$ cat config.mk
export PLATFORM = sky130hd
export DESIGN_NAME = out_event_monitor
export DESIGN_NICKNAME = d
export VERILOG_FILES = /design/src/rtl/out_mon_pkg.sv /design/src/rtl/out_event_monitor_edge.sv /design/src/rtl/out_event_monitor.sv
export SDC_FILE = /design/constraint.sdc
export NUM_CORES = 1
export LEC_CHECK = 0
export CORE_MARGIN = 3
export CORE_UTILIZATION = 43
export CTS_CLUSTER_SIZE = 30
export DETAILED_ROUTE_END_ITERATION = 12
export SLEW_MARGIN = 20
export SYNTH_ARGS = -nofsm -noshare
export SYNTH_HDL_FRONTEND = slang
export SYNTH_SLANG_ARGS = --single-unit
$ cat constraint.sdc
create_clock -name clk -period 3.55 [get_ports clk]
set_input_delay 0.71 -clock clk [delete_from_list [all_inputs] [get_ports clk]]
set_output_delay 0.71 -clock clk [all_outputs]
set_load 0.01 [all_outputs]
$ cat src/rtl/out_mon_pkg.sv
// Shared types and helpers for out_event_monitor.
package out_mon_pkg;

  typedef enum logic {
    ST_IDLE = 1'b0,
    ST_RUN  = 1'b1
  } state_e;

  // Increment by inc, saturating at the largest value that fits in cnt_w bits (cnt_w <= 32).
  function automatic logic [31:0] sat_inc(input logic [31:0] cnt, input logic inc,
                                          input int unsigned cnt_w);
    logic [31:0] max_v;
    max_v = (cnt_w >= 32) ? '1 : ((32'd1 << cnt_w) - 32'd1);
    if (inc && (cnt < max_v)) begin
      return cnt + 32'd1;
    end
    return cnt;
  endfunction

endpackage

$ cat src/rtl/out_event_monitor_edge.sv
// Rising-edge detector on the monitored bit.
// OUT_MON_SYNC_EN: adds a second sample flop for an asynchronous source.
module edge_rise_det (
  input  logic clk,
  input  logic reset,
  input  logic in_bit,
  output logic rise
);

  logic samp_q;
  logic prev_q;

`ifdef OUT_MON_SYNC_EN
  logic meta_q;

  always_ff @(posedge clk or negedge reset) begin
    if (!reset) begin
      meta_q <= 1'b0;
      samp_q <= 1'b0;
    end else begin
      meta_q <= in_bit;
      samp_q <= meta_q;
    end
  end
`else
  always_ff @(posedge clk or negedge reset) begin
    if (!reset) begin
      samp_q <= 1'b0;
    end else begin
      samp_q <= in_bit;
    end
  end
`endif

  always_ff @(posedge clk or negedge reset) begin
    if (!reset) begin
      prev_q <= 1'b0;
    end else begin
      prev_q <= samp_q;
    end
  end

  assign rise = samp_q & ~prev_q;

endmodule

$ cat src/rtl/out_event_monitor.sv
// Counts rising edges of in_bit per programmable window and reports each count on valid/ready.
// OUT_MON_SYNC_EN selects a 2-flop input synchronizer in edge_rise_det.
module out_event_monitor
  import out_mon_pkg::*;
#(
  parameter int unsigned CNT_W = 8,
  parameter int unsigned WIN_W = 16
) (
  input  logic             clk,
  input  logic             reset,
  input  logic             en,
  input  logic [WIN_W-1:0] win_len,
  input  logic             in_bit,
  output logic             rpt_valid,
  input  logic             rpt_ready,
  output logic [CNT_W-1:0] rpt_count,
  output logic             rpt_sat,
  output logic             ovf,
  input  logic             clr_ovf
);

  state_e           state_q, state_d;
  logic [WIN_W-1:0] win_len_q, win_len_d;
  logic [WIN_W-1:0] win_cnt_q, win_cnt_d;
  logic [CNT_W-1:0] ev_cnt_q, ev_cnt_d;
  logic             sat_q, sat_d;
  logic             rpt_valid_q, rpt_valid_d;
  logic [CNT_W-1:0] rpt_count_q, rpt_count_d;
  logic             rpt_sat_q, rpt_sat_d;
  logic             ovf_q, ovf_d;

  logic             rise;
  logic [CNT_W-1:0] ev_inc;
  logic             sat_now;
  logic             close;
  logic             drop;

  edge_rise_det u_edge (
    .clk    (clk),
    .reset  (reset),
    .in_bit (in_bit),
    .rise   (rise)
  );

  assign ev_inc  = CNT_W'(sat_inc(32'(ev_cnt_q), rise, CNT_W));
  assign sat_now = rise && (ev_cnt_q == {CNT_W{1'b1}});

  always_comb begin
    state_d   = state_q;
    win_len_d = win_len_q;
    win_cnt_d = win_cnt_q;
    ev_cnt_d  = ev_cnt_q;
    sat_d     = sat_q;
    close     = 1'b0;
    unique case (state_q)
      ST_IDLE: begin
        win_cnt_d = '0;
        ev_cnt_d  = '0;
        sat_d     = 1'b0;
        if (en) begin
          state_d   = ST_RUN;
          win_len_d = (win_len == '0) ? WIN_W'(1) : win_len;
        end
      end
      ST_RUN: begin
        if (!en) begin
          // Partial window is abandoned; any held report stays untouched.
          state_d   = ST_IDLE;
          win_cnt_d = '0;
          ev_cnt_d  = '0;
          sat_d     = 1'b0;
        end else if (win_cnt_q == win_len_q - WIN_W'(1)) begin
          close     = 1'b1;
          win_cnt_d = '0;
          ev_cnt_d  = '0;
          sat_d     = 1'b0;
        end else begin
          win_cnt_d = win_cnt_q + WIN_W'(1);
          ev_cnt_d  = ev_inc;
          sat_d     = sat_q | sat_now;
        end
      end
      default: state_d = ST_IDLE;
    endcase
  end

  always_comb begin
    rpt_valid_d = rpt_valid_q;
    rpt_count_d = rpt_count_q;
    rpt_sat_d   = rpt_sat_q;
    drop        = 1'b0;
    if (close) begin
      if (rpt_valid_q && !rpt_ready) begin
        drop = 1'b1;
      end else begin
        rpt_valid_d = 1'b1;
        rpt_count_d = ev_inc;
        rpt_sat_d   = sat_q | sat_now;
      end
    end else if (rpt_valid_q && rpt_ready) begin
      rpt_valid_d = 1'b0;
    end
    ovf_d = drop | (ovf_q & ~clr_ovf);
  end

  always_ff @(posedge clk or negedge reset) begin
    if (!reset) begin
      state_q     <= ST_IDLE;
      win_len_q   <= '0;
      win_cnt_q   <= '0;
      ev_cnt_q    <= '0;
      sat_q       <= 1'b0;
      rpt_valid_q <= 1'b0;
      rpt_count_q <= '0;
      rpt_sat_q   <= 1'b0;
      ovf_q       <= 1'b0;
    end else begin
      state_q     <= state_d;
      win_len_q   <= win_len_d;
      win_cnt_q   <= win_cnt_d;
      ev_cnt_q    <= ev_cnt_d;
      sat_q       <= sat_d;
      rpt_valid_q <= rpt_valid_d;
      rpt_count_q <= rpt_count_d;
      rpt_sat_q   <= rpt_sat_d;
      ovf_q       <= ovf_d;
    end
  end

  assign rpt_valid = rpt_valid_q;
  assign rpt_count = rpt_count_q;
  assign rpt_sat   = rpt_sat_q;
  assign ovf       = ovf_q;

endmodule

==> run_results.csv <==
group,metric,value,unit
global_routing,grt_max_degree,37,
synth,yosys_warnings,0,
worst_setup_path,path_class,"flip-flop to flip-flop",
clock_tree,hold_buffers,0,
sta,slew_violations,0,
clock_tree,clkTransAtPathRegs,0.11,ns
drt,vias_per_cell,5.28,
sta,tns,0,ns
global_routing,grt_pass1_vias,2341,
drt,routed_wl,6630,um
sta,fin_crit_sh,80.3,%
die,rows,30,
layout,area_growth,15.6,%
pwr,max-vdd-ir-drop,173,uV
drt,drt_iter0_drc,143,
place,dpl.hpwl,4890,um
sta,max_freq,351,MHz
sta,hold_violations,0,
global_routing,grt_pass1_wl,11500,um
clock_tree,clockRootBuffer,"clkbuf_8",
drt,wire_per_inst,15.2,um
drt,first_pass_iters,4,
sta,timing.slew.headroom,46.2,%
clock_tree,clock_latency,0.31,ns
synth,ys_types,47,
synth,synth_cells,308,
place,gp_congestion,0.862,
synth,synth_area,3060,um2
drt,ant_nets,0,
layout,final_nets,365,
sta,layout_min_cycle_time,2.85,ns
clock_tree,numCtsBuffers,5,
die,die-area,8170,um2
synth,syn_area_per_cell,9.95,um2
global_routing,antenna_found_initial,0,
global_routing,grt-ovfl-total,0,
worst_setup_path,required,3.75,ns
global_routing,grt_usage,17.2,%
clock_tree,post_cts_buffers,0,
worst_setup_path,crit_path_end_kind,"flip-flop",
layout,drive_gt1_share,9.68,%
die,boundaryPins,33,
worst_setup_path,startpoint_type,"flip-flop",
die,chipHeight,90.4,um
die,start_util,44.6,%
die,die_x,90.4,um
sta,tightest_slew,0.808,ns
worst_setup_path,crit_arrival,3.05,ns
clock_tree,cts_tree,"yes",
drt,drc,0,
status,outcome,"completed",
clock_tree,cts.path.max_buffers,2,
flow_run,maxCapViolations,0,
sta,grt_setup_unrepaired,"no",
synth,synth-seq-cells,55,
layout,final_core_util,51.6,%
pwr,leakage,0.00144,uW
synth,syn-num-nets,333,
layout,insertedDiodeCount,0,
place,placed_cells,429,
synth,yosysSeqAreaShare,44.9,%
sta,setup-violations-final,0,
place,port-buffer-count,32,
worst_setup_path,critPathMaxFanout,25,
layout,nFillCells,647,
worst_hold_path,hold_class,"flip-flop to flip-flop",
sta,finClkSkew,0.00654,ns
clock_tree,cts_resized,0,
clock_tree,h-tree-depth,2,
clock_tree,cts.sinks,55,
pwr,power.density,361,nW/um2
layout,fin_cells,437,
die,coreArea,6870,um2
drt,vias,2308,
[final timing paths]
kind                                from             to  slack [ns]  cells after the start
setup / recovery            win_len_q[3]   win_cnt_q[6]        0.70                      8
hold / removal             u_edge.samp_q  u_edge.prev_q        0.42                      0
setup reg to reg            win_len_q[3]   win_cnt_q[6]        0.70                      8
hold reg to reg            u_edge.samp_q  u_edge.prev_q        0.42                      0
max in group asynchronous          reset    ev_cnt_q[5]        2.29                      2
min in group asynchronous          reset   win_len_q[4]        0.47                      1
[logic make-up (layout without fill, tap and decap cells)]
logic type	count (synthesis)	in the layout	share of synthesized area (%)
simple gates	127	127	22.7
xor+xnor	39	39	11.1
flops	55	55	44.9
compound gates	34	34	7.31
buf+inv	27	60	4.65
fa+ha+maj	3	3	1.23
mux	23	23	8.04
[critical path, cell delays in order (launching register included)]
cell and delay, ns:
dfrtp_1 0.51, nor4_4 0.55, nand2_2 0.14, or4_4 0.54, a211oi_1 0.23, and4_1 0.28
or2_1 0.12, buf_4 0.27, nor2_1 0.09
[metrics by stage]
stage / total power [uW] / setup slack [ns] / cell area, um2 / hold WS (ns)
6_report: 1280 / 0.699 / 3540 / 0.418
5_1_grt: 1340 / 0.444 / 3540 / 0.429
4_1_cts: 1290 / 0.705 / 3540 / 0.421
3_5_place_dp: 925 / 0.718 / 3450 / 0.396
3_3_place_gp: 923 / 0.721 / 3450 / 0.383
2_1_floorplan: 852 / 0.873 / 3060 / 0.375
[routing by layer]
layer	GRT usage (%)	wire length, um
met3	3.33	249
met5	0	0
met1	24.9	3290
met2	26.2	3000
met4	5.23	85
[where the power goes]
| group | internal, uW | switching (uW) | leakage [uW] |
|---|---|---|---|
| Combinational | 98.0 | 99.2 | 0.000710 |
| Clock | 143 | 221 | 0.0000489 |
| Sequential | 656 | 60.2 | 0.000678 |
| Total | 897 | 380 | 0.00144 |
[state kept, by name, summed over array words and instances (netlist names)]
register	cells
win_len_q	16
u_edge.samp_q	1
rpt_sat	1
ev_cnt_q	8
rpt_valid	1
sat_q	1
rpt_count	8
state_q	1
win_cnt_q	16
ovf	1
u_edge.prev_q	1
[cell type report]
cell class                 count  area (um2)  area share, %
clock inverter                 3        22.5          0.636
sequential                    55        1380           38.9
tap                           96         120           3.39
timing repair buffer          37         353           9.96
clock buffer                   5        68.8           1.94
multi-input combinational    226        1550           43.6
inverter                      15        56.3           1.59
[cell usage in the layout, fill, tap and decap left out, types with 2 or more instances in the layout]
cell type and n:
inv_6 2, nor4_1 8, nand2b_1 3, and3_1 7
mux2i_1 10, nor3_1 11, clkbuf_8 5, a21oi_1 7
nor3b_1 3, a31oi_1 2, dfrtp_1 55, a21boi_0 2
nor4b_1 2, xnor2_1 17, mux2_2 13, xor2_1 22
or4_4 2, nand3_1 8, inv_1 15, buf_4 5
nand2_1 19, a22oi_1 4, o31a_1 2, nand4_1 8
o31ai_1 2, nand3b_1 2, clkdlybuf4s50_1 31, o211ai_1 2
o2111ai_1 2, o21ai_0 7, ha_1 3, nor2_1 38
and4_1 3, nor2b_1 2, or3_1 2
[cells in the mapped netlist, drive strengths merged]
cell	instances	area share (%)
nor3b	3	0.73
ha	3	1.2
nor4b	3	1.1
o211ai	2	0.49
and2	1	0.20
o22ai	1	0.20
a211oi	1	0.25
inv	15	1.8
and3	7	1.4
mux2	13	4.8
nor4	10	2.7
xnor2	17	4.9
nand4	8	1.6
or3	2	0.41
nand2	20	2.5
a31oi	2	0.41
nand2b	3	0.61
o21ai	7	1.1
nor3	11	1.8
o31a	2	0.57
mux2i	10	3.3
a21oi	7	1.1
nand3b	2	0.49
nor2b	2	0.41
and4	3	0.86
or2	1	0.20
clkbuf	6	0.73
xor2	22	6.3
nand4b	1	0.29
buf	6	2.1
a211o	1	0.29
dfrtp	55	45
a22oi	4	0.98
o2111ai	2	0.57
nor2	38	4.7
a21boi	2	0.49
o31ai	2	0.49
nand3	8	1.3
a41oi	1	0.29
or4	3	0.98
nand4bb	1	0.37
(Power assumes the default switching activity.)
